===== src/rtl/spi_reg_master.sv =====
// SPI mode-0 register-access master: a header byte {rw, width, addr} then one data byte.
// Status is shifted in during the header; read data is shifted in during the data byte.
module spi_reg_master #(
  parameter int ADDR_W   = 3,
  parameter int REG_W    = 8,
  parameter int HALF_DIV = 2,
  parameter int GAP      = 4
) (
  input  logic              clk,
  input  logic              rst,
  input  logic              start,
  input  logic              rw,
  input  logic [1:0]        width,
  input  logic [ADDR_W-1:0] addr,
  input  logic [REG_W-1:0]  wdata,
  output logic              busy,
  output logic              done,
  output logic [REG_W-1:0]  rdata,
  output logic [REG_W-1:0]  status,
  output logic              spi_clk,
  output logic              spi_cs_n,
  output logic              spi_mosi,
  input  logic              spi_miso
);

  localparam int TMR_MAX = (HALF_DIV > GAP) ? HALF_DIV : GAP;
  localparam int TMR_W   = $clog2(TMR_MAX + 1);
  localparam int BIT_W   = $clog2(REG_W);

  localparam logic [TMR_W-1:0] HALF_LAST = TMR_W'(HALF_DIV - 1);
  localparam logic [TMR_W-1:0] GAP_LAST  = TMR_W'(GAP - 1);
  localparam logic [BIT_W-1:0] BIT_LAST  = BIT_W'(REG_W - 1);

  generate
    if (REG_W < ADDR_W + 3) begin : g_bad_reg_w
      $error("spi_reg_master: REG_W must be at least ADDR_W+3");
    end
    if (HALF_DIV < 1) begin : g_bad_half_div
      $error("spi_reg_master: HALF_DIV must be at least 1");
    end
    if (GAP < 1) begin : g_bad_gap
      $error("spi_reg_master: GAP must be at least 1");
    end
  endgenerate

  typedef enum logic [2:0] {
    S_IDLE,
    S_CS_SETUP,
    S_HDR,
    S_GAP,
    S_DATA,
    S_CS_HOLD,
    S_CS_IDLE
  } state_t;

  // Header layout: rw at the MSB, width just below it, addr at the bottom, zeros between.
  logic [REG_W-1:0] hdr_d;

  genvar gi;
  generate
    for (gi = 0; gi < REG_W; gi++) begin : g_hdr
      if (gi == REG_W - 1) begin : g_rw
        assign hdr_d[gi] = rw;
      end else if (gi >= REG_W - 3) begin : g_width
        assign hdr_d[gi] = width[gi-(REG_W-3)];
      end else if (gi < ADDR_W) begin : g_addr
        assign hdr_d[gi] = addr[gi];
      end else begin : g_zero
        assign hdr_d[gi] = 1'b0;
      end
    end
  endgenerate

  state_t           state_q;
  logic [TMR_W-1:0] tmr_q;
  logic [BIT_W-1:0] bit_q;
  logic             sclk_q;
  logic             cs_n_q;
  logic             busy_q;
  logic             done_q;
  logic             rw_q;
  logic [REG_W-1:0] tx_q;
  logic [REG_W-1:0] sh_q;
  logic [REG_W-1:0] rx_q;
  logic [REG_W-1:0] hstat_q;
  logic [REG_W-1:0] rdata_q;
  logic [REG_W-1:0] status_q;

  always_ff @(posedge clk or posedge rst) begin
    if (rst) begin
      state_q  <= S_IDLE;
      tmr_q    <= '0;
      bit_q    <= '0;
      sclk_q   <= 1'b0;
      cs_n_q   <= 1'b1;
      busy_q   <= 1'b0;
      done_q   <= 1'b0;
      rw_q     <= 1'b0;
      tx_q     <= '0;
      sh_q     <= '0;
      rx_q     <= '0;
      hstat_q  <= '0;
      rdata_q  <= '0;
      status_q <= '0;
    end else begin
      done_q <= 1'b0;
      case (state_q)
        S_IDLE: begin
          if (start) begin
            rw_q    <= rw;
            tx_q    <= rw ? wdata : '0;
            sh_q    <= hdr_d;
            cs_n_q  <= 1'b0;
            busy_q  <= 1'b1;
            tmr_q   <= '0;
            bit_q   <= '0;
            state_q <= S_CS_SETUP;
          end
        end

        S_CS_SETUP: begin
          if (tmr_q != HALF_LAST) begin
            tmr_q <= tmr_q + TMR_W'(1);
          end else begin
            tmr_q   <= '0;
            state_q <= S_HDR;
          end
        end

        // Shared bit engine: low half-period, rising edge samples MISO,
        // high half-period, falling edge advances MOSI or closes the byte.
        S_HDR, S_DATA: begin
          if (tmr_q != HALF_LAST) begin
            tmr_q <= tmr_q + TMR_W'(1);
          end else begin
            tmr_q <= '0;
            if (!sclk_q) begin
              sclk_q <= 1'b1;
              rx_q   <= {rx_q[REG_W-2:0], spi_miso};
            end else begin
              sclk_q <= 1'b0;
              if (bit_q != BIT_LAST) begin
                bit_q <= bit_q + BIT_W'(1);
                sh_q  <= {sh_q[REG_W-2:0], 1'b0};
              end else begin
                bit_q <= '0;
                if (state_q == S_HDR) begin
                  hstat_q <= rx_q;
                  sh_q    <= tx_q;
                  state_q <= S_GAP;
                end else begin
                  sh_q    <= '0;
                  state_q <= S_CS_HOLD;
                end
              end
            end
          end
        end

        S_GAP: begin
          if (tmr_q != GAP_LAST) begin
            tmr_q <= tmr_q + TMR_W'(1);
          end else begin
            tmr_q   <= '0;
            state_q <= S_DATA;
          end
        end

        S_CS_HOLD: begin
          if (tmr_q != HALF_LAST) begin
            tmr_q <= tmr_q + TMR_W'(1);
          end else begin
            tmr_q    <= '0;
            cs_n_q   <= 1'b1;
            done_q   <= 1'b1;
            status_q <= hstat_q;
            if (!rw_q) begin
              rdata_q <= rx_q;
            end
            state_q <= S_CS_IDLE;
          end
        end

        S_CS_IDLE: begin
          if (tmr_q != HALF_LAST) begin
            tmr_q <= tmr_q + TMR_W'(1);
          end else begin
            tmr_q   <= '0;
            busy_q  <= 1'b0;
            state_q <= S_IDLE;
          end
        end

        default: begin
          state_q <= S_IDLE;
        end
      endcase
    end
  end

  assign busy     = busy_q;
  assign done     = done_q;
  assign rdata    = rdata_q;
  assign status   = status_q;
  assign spi_clk  = sclk_q;
  assign spi_cs_n = cs_n_q;
  assign spi_mosi = sh_q[REG_W-1];

endmodule

===== config.mk =====
export PLATFORM = sky130hd
export DESIGN_NAME = spi_reg_master
export DESIGN_NICKNAME = d
export VERILOG_FILES = /design/src/rtl/spi_reg_master.sv
export SDC_FILE = /design/constraint.sdc
export NUM_CORES = 1
export LEC_CHECK = 0
export ABC_AREA = 1
export BUFFER_PORTS_ARGS = -buffer_cell sky130_fd_sc_hd__buf_2
export CAP_MARGIN = 20
export CELL_PAD_IN_SITES_DETAIL_PLACEMENT = 1
export CELL_PAD_IN_SITES_GLOBAL_PLACEMENT = 1
export CORE_MARGIN = 2
export CORE_UTILIZATION = 42
export DETAILED_ROUTE_END_ITERATION = 10
export MAX_ROUTING_LAYER = met4
export PLACE_DENSITY_LB_ADDON = 0.05
export SETUP_SLACK_MARGIN = 0.3
export SLEW_MARGIN = 20
export SYNTH_ARGS = -nofsm -noshare
export SYNTH_HDL_FRONTEND = slang
export SYNTH_SLANG_ARGS = --single-unit

===== constraint.sdc =====
create_clock -name clk -period 2.16 [get_ports clk]
set_input_delay 0.216 -clock clk [delete_from_list [all_inputs] [get_ports clk]]
set_output_delay 0.216 -clock clk [all_outputs]
set_load 0.03 [all_outputs]

==> summary.md, run 1 <==
| Metric | Value |
|---|---|
| Avg WL per Cell | `14.95 um` |
| Total CTS buffers | `9` |
| Worst path bufs/invs | `1` |
| Pre-antenna DRT Iters | `4` |
| EDFF count, synth | `0` |
| Final hold violation count | `0` |
| Top_reg_cell synth | `dfrtp_1` |
| Slowest cell delay on critical path | `0.47 ns` |
| Post-route DRC violation count | `0` |
| Post-Syn Nets | `362` |
| Antenna Nets Post-Route | `0` |
| IO Port Bufs | `38` |
| CTS Sinks | `62` |
| # fillers | `803` |
| Synthesis-stage register bit count | `62` |
| Static leakage | `1.757 nW` |
| Internal power | `2.592 mW` |
| Met1 GRT Util | `28.68%` |
| Final setup viols | `0` |
| Largest cells by area after synthesis | `dfrtp_1 54%, nand2_1 17%, o21ai_0 8.5%` |
| Synthesized area per cell | `8.387 sq um` |
| Final WS setup | `0.4608 ns` |
| GR peak layer | `met2` |
| Status | `completed` |
| Critical path data required time | `2.38 ns` |
| Crit end category | `flip-flop` |
| CP max FO | `17` |
| Final Cycle Share | `78.67%` |
| Unrepaired setup endpoints after global routing | `true` |
| Clk slew on worst S/H paths | `0.07 ns` |
| Setup TNS | `0 ns` |
| Post-synth cell types | `24` |
| Crit Path Category | `reg2reg` |
| Sw Pwr | `1.749 mW` |
| Crit path launch | `state_q[2]` |
| Critical-path top delay cell | `dfrtp_1` |
| Clk pwr share | `25.5%` |
| Initial Utilization | `44.01%` |
| Post-synth top cells | `129 x nand2_1, 61 x dfrtp_1, 48 x o21ai_0, 31 x inv_1, 15 x nand3_1` |
| H-tree Lvls | `3` |
| Die Y | `86.04 um` |
| Critical hold path startpoint | `wdata[4]` |
| Peak VDD IR | `0.0005821 V` |
| Placer Congestion | `0.8000` |
| TritonCTS clock tree | `built` |
| Crit-path cells | `nand2_1, inv_1, nor3_4, nand3_4, nor2_1, a21oi_2` |
| Share of the synthesized area in the top cell type | `54.01%` |
| Die ar. | `0.007402 sq mm` |
| Root Driver | `clkbuf_8` |
| Vias in the first global route | `2523` |
| Post-Syn Area | `0.002826 sq mm` |
| Avg Vias per Cell | `5.024` |
| Pins Over Slew Limit | `0` |
| Total global routing track utilization | `21.63%` |
| Most numerous cell in the Yosys netlist | `nand2_1` |
| HP Class | `in2reg` |
| Initial DRC Count | `98` |
| I/O pin total | `39` |
| Total wire length | `6937 um` |
| CP delay by family, top | `simple AND/OR/NAND/NOR gates` |
| Die span in x | `86.04 um` |
| Area grow syn2layout | `18.86%` |
| Initial antenna violation count | `0` |
| Multi-input gate area | `0.001119 sq mm` |
| Synth Instances | `337` |
| Sw Share | `40.28%` |
| Diode count | `0` |
| Relative slew slack | `65.29%` |
| WP data arrival | `1.92 ns` |
| Logic pwr share | `35.6%` |
| Post-DP Area | `0.003109 sq mm` |
| Layout cells sized above 1 | `18.86%` |
| Async S/R FF share, synth | `100.0%` |
| Core area | `0.006422 sq mm` |
| Grt ovf | `0` |
| Clock Path Buffers | `2` |
| Final instance area | `0.003359 sq mm` |
| Cell taking the most area after synthesis | `dfrtp_1` |
| DR vias | `2331` |
| Power per cell area | `1292 mW/mm^2` |
| Worst skew pair latency | `0.33 ns` |
| GR Util met2 | `32.77%` |
| Layout Skew | `0.01030 ns` |
| Worst-Margin Slew | `0.5199 ns` |
| Crit start category | `flip-flop` |
| Final Util | `52.31%` |
| RR Startpoint | `state_q[2]` |
| Part of the power in registers | `38.9%` |
| Post-Place Setup Slack | `0.3389 ns` |
| First-pass GRT wire length | `12060 um` |
| Max Clock Freq | `0.5885 GHz` |
| Largest net degree at the start of global routing | `41` |
| Dpl hpwl | `4991 um` |
| Yosys Warn Count | `0` |
| Nets | `407` |
| Seq/Total Area, Yosys | `54.94%` |
| Register area | `0.001553 sq mm` |
| Final period demand of the worst path | `1.699 ns` |
| Core Rows | `29` |
| MaxCap Viol Count | `0` |
| Met3 global-route usage | `3.369%` |
==> worst paths after layout <==
check                              to  slack (ns)  depth (start not counted)
min in group asynchronous   status[7]        0.46                          3
min reg2reg                 status[6]        0.47                          2
min                           tx_q[4]        0.12                          3
max reg2reg                   rx_q[0]        0.46                          6
max                           rx_q[0]        0.46                          6
max in group asynchronous  state_q[1]        1.09                          4
==> worst min-delay path, stage by stage <==
cell and delay [ns]:
buf_2 0.08, nand3_1 0.07, nand2_1 0.06
==> per-stage QoR <==
stage | total power [mW] | instances | hold slack, ns
after floorplan | 2.735 | 337 | 0.3568
after global placement | 3.165 | 447 | 0.2905
after detailed placement | 3.233 | 447 | 0.2863
after CTS | 4.362 | 464 | 0.1073
after global routing | 4.687 | 464 | 0.1147
final | 4.341 | 464 | 0.1234
==> cells in the final DEF (no fill, tap or decap) <==
master	n
nand2_2	2
a21oi_2	1
buf_4	5
inv_2	2
bufinv_16	2
nor3_4	1
clkinv_1	1
inv_1	29
nand2_1	127
clkinv_2	2
dfrtp_1	61
clkbuf_8	9
o31ai_1	1
o211ai_1	2
nor2_4	1
clkinvlp_4	1
nand3_4	1
nor3_2	1
a21oi_1	2
ha_1	6
dlygate4sd3_1	1
o21ai_1	8
o21ai_0	48
clkbuf_1	1
nor2_1	10
buf_12	1
nor2_2	1
clkinv_4	1
buf_2	38
nand4_1	2
dfstp_2	1
nand3_1	15
nand3_2	1
nand4_4	1
ha_2	1
==> power groups by stage <==
stage | Sequential [mW] | Clock, mW | Combinational (mW)
2_1_floorplan | 1.75 | 0 | 0.982
3_5_place_dp | 1.71 | 0 | 1.53
3_3_place_gp | 1.69 | 0 | 1.48
4_1_cts | 1.69 | 1.14 | 1.54
5_1_grt | 1.74 | 1.17 | 1.78
6_report | 1.69 | 1.11 | 1.55
==> state kept, by name, summed over array words and instances (netlist names), 3 cells and up <==
name     flops
hstat_q      8
rdata        8
rx_q         8
sh_q         8
status       8
tx_q         8
bit_q        3
state_q      3
tmr_q        3
==> cell families (layout without fill, tap and decap cells) <==
logic type               after synthesis  in the layout  synth area share (%)
AND/OR/NAND/NOR                      163            163                 24.17
AO/OA/AOI/OAI                         62             62                 11.38
flip-flops                            62             62                 54.94
buffers and inverters                 43             93                 6.418
adder cells (fa/ha/maj)                7              7                 3.099
==> what timing repair did <==
item,4_1_cts,5_1_grt
buffers inserted,0,0
endpoints found under the hold margin,21,0
setup endpoints to repair,0,42
hold buffers,1,0
resized for setup,0,7
==> routing by layer <==
layer | vias up | wire length [um]
met5 | - | 0
met4 | 0 | 104
met3 | 9 | 218
met2 | 38 | 3121
met1 | 1121 | 3493
li1 | 1163 | -
==> area by class of cell <==
class | instances | share of cell area (%)
clock inverters | 6 | 2.570
clock buffers | 10 | 3.799
inverters | 32 | 3.575
well taps | 77 | 2.868
multi-input cells | 232 | 33.30
flip-flops and latches | 62 | 46.22
repair buffers | 45 | 7.672
(Power assumes the default switching activity.)
==> inputs of run 2 (changes only) <==
CORE_UTILIZATION = 38   (was 42)
clock period = 1.4 ns   (was 2.16 ns; I/O delays follow)
==> run 2 against run 1 <==
  * Sequential cell count unchanged
  * Clock skew down 0.0048 ns
  * Clock power up 43%
  * Power up 110%
  * Sequential share of layout area down 12 points
  * Fmax up 13%
  * Critical path depth up 1
  * Via count up 16%
  * The run now ends with setup timing left
  * Cell count up 17%
  * First-iteration DRC count down 6.1%
  * Highest routed layer unchanged
  * Register-to-register slack worse by 0.57 ns
==> summary.md, run 2 (synthesized netlist as in run 1, its figures left out) <==
| Metric | Value |
|---|---|
| Grt ovf | `0 (unchanged)` |
| Commonest cells after routing, fill and taps aside | `87 x nand2_1, 57 x dfrtp_1, 32 x buf_4` |
| Clk slew on worst S/H paths | `0.07 ns (about the same)` |
| Pins Over Slew Limit | `0 (unchanged)` |
| Tot Pwr | `9.130 mW (+110%)` |
| Die Y | `90.25 um (+4.9%)` |
| Die span in x | `90.25 um (+4.9%)` |
| I/O pin total | `39 (unchanged)` |
| Final period demand of the worst path | `1.508 ns (-0.1908 ns)` |
| HP Class | `in2reg` |
| Diode count | `0 (unchanged)` |
| Status | `finished, violations left` |
| Total global routing track utilization | `22.87% (+1.2 points)` |
| Static leakage | `2.223 nW (+27%)` |
| Layout Skew | `0.005537 ns (-0.004760 ns)` |
| Initial Utilization | `39.18% (-4.8 points)` |
| Root Driver | `clkbuf_8` |
| Antenna Nets Post-Route | `0 (unchanged)` |
| Crit end category | `flip-flop` |
| Initial DRC Count | `92 (-6.1%)` |
| Met3 global-route usage | `3.940% (+0.57 points)` |
| Final setup viols | `44 (+44)` |
| IO Port Bufs | `38 (unchanged)` |
| GR Util met2 | `36.59% (+3.8 points)` |
| WP data arrival | `1.74 ns (-0.18 ns)` |
| Power per cell area | `2023 mW/mm^2 (+57%)` |
| Die ar. | `0.008144 sq mm (+10%)` |
| Area grow syn2layout | `59.72%` |
| GR peak layer | `met2` |
| CTS Sinks | `62 (unchanged)` |
| Crit Path Category | `reg2reg` |
| MaxCap Viol Count | `0 (unchanged)` |
| Final Util | `62.57% (+10 points)` |
| Final Cycle Share | `107.7% (+29 points)` |
| H-tree Lvls | `3 (unchanged)` |
| Unrepaired setup endpoints after global routing | `true` |
| Avg Vias per Cell | `4.998 (-0.51%)` |
| Post-route DRC violation count | `0 (unchanged)` |
| Nets | `464 (+14%)` |
| Multi-input gate area | `0.001620 sq mm (+45%)` |
| Placed cells | `495 (+11%)` |
| Met1 GRT Util | `28.74% (+0.058 points)` |
| Failing checks | `setup timing` |
| Core area | `0.007214 sq mm (+12%)` |
| Clock Path Buffers | `2 (unchanged)` |
| Dpl hpwl | `5180 um (+3.8%)` |
| Worst hold slack | `0.02392 ns (-0.09948 ns)` |
| Register area | `0.001558 sq mm (+0.32%)` |
| Final hold violation count | `0 (unchanged)` |
| Finished Layout Cells | `543 (+17%)` |
| Vias in the first global route | `2821 (+12%)` |
| Commonest non-fill, non-tap cell in the layout | `nand2_1` |
| Total wire length | `10040 um (+45%)` |
| Largest net degree at the start of global routing | `63 (+54%)` |
| Worst-Margin Slew | `0.4030 ns (-0.1169 ns)` |
| Peak VDD IR | `0.001246 V (+110%)` |
| DR vias | `2714 (+16%)` |
| Setup TNS | `-2.427 ns (-2.427 ns)` |
| Layout cells sized above 1 | `50.23% (+31 points)` |
| Max Clock Freq | `0.6629 GHz (+13%)` |
| Initial antenna violation count | `0 (unchanged)` |
| TritonCTS clock tree | `built` |
| Total CTS buffers | `9 (unchanged)` |
| Placer Congestion | `0.7978 (-0.28%)` |
| Final WS setup | `-0.1085 ns (-0.5692 ns)` |
| CP max FO | `6 (-11)` |
| Avg WL per Cell | `18.48 um (+24%)` |
| Crit start category | `flip-flop` |
| # fillers | `836 (+4.1%)` |
| First-pass GRT wire length | `14180 um (+18%)` |
| Critical path data required time | `1.64 ns (-0.74 ns)` |
| Relative slew slack | `73.02% (+7.7 points)` |
| Pre-antenna DRT Iters | `4 (unchanged)` |
| Worst skew pair latency | `0.35 ns (+0.02 ns)` |
| Core Rows | `31 (+6.9%)` |
run 2: cell types whose count changed in the layout (fill, tap and decap cells not counted), sizes merged:
cell         change
buf             +50
bufinv           -1
clkbuf           +3
clkinv           +1
clkinvlp         +1
dlygate4sd3      +1
nand2            +1
nand4            +1
run 2: path summary, 6_finish.rpt:
path	start	endpoint	slack, ns	cells past startpoint
max	state_q[1]	rx_q[0]	-0.11	7
min	wdata[2]	tx_q[2]	0.02	3
max reg2reg	state_q[1]	rx_q[0]	-0.11	7
min reg2reg	sh_q[1]	sh_q[1]	0.49	2
max in group asynchronous	rst	spi_cs_n	0.65	4
min in group asynchronous	rst	rdata[6]	0.43	4
run 2: final cells by class:
cell class	count	area share [%]
multi-input cells	234	35.89
repair buffers	99	19.24
repair inverters	1	0.1940
clock inverters	6	1.358
flip-flops and latches	62	34.51
clock buffers	10	2.827
well taps	99	2.744
inverters	32	3.243
run 2: repair_timing:
item | 4_1_cts | 5_1_grt
endpoints found under the setup margin | 64 | 68
resized for setup | 73 | 103
hold buffers | 2 | 0
pin swaps | 16 | 27
endpoints found under the hold margin | 62 | 0
setup buffers | 11 | 13
gates cloned | 4 | 2
run 2: routing by layer:
layer | vias to the layer above | wire length, um
li1 | 1288 | -
met1 | 1341 | 4278
met2 | 60 | 5125
met3 | 25 | 429
met4 | 0 | 205
met5 | - | 0
run 2: metrics by stage:
step | instance area [sq um] | worst slack, ns
detailed placement | 3463 | -0.3959
CTS | 4034 | -0.09016
global placement | 3463 | -0.3246
floorplan | 2940 | 0.008788
global route | 4514 | -0.1897
finish | 4514 | -0.1085
run 2: critical path, stage by stage (launching register included):
cell     delay, ns
dfrtp_2       0.44
nor2_4        0.08
buf_6         0.13
nor3_4        0.25
nand3_4       0.17
buf_12        0.19
nor2_4        0.09
a21oi_2       0.04
run 2: power by group:
group          switching (mW)  total (mW)  internal, mW
registers               0.395        2.68          2.28
clock network           0.768        1.59         0.819
logic                    2.79        4.87          2.08
total                    3.95        9.13          5.18
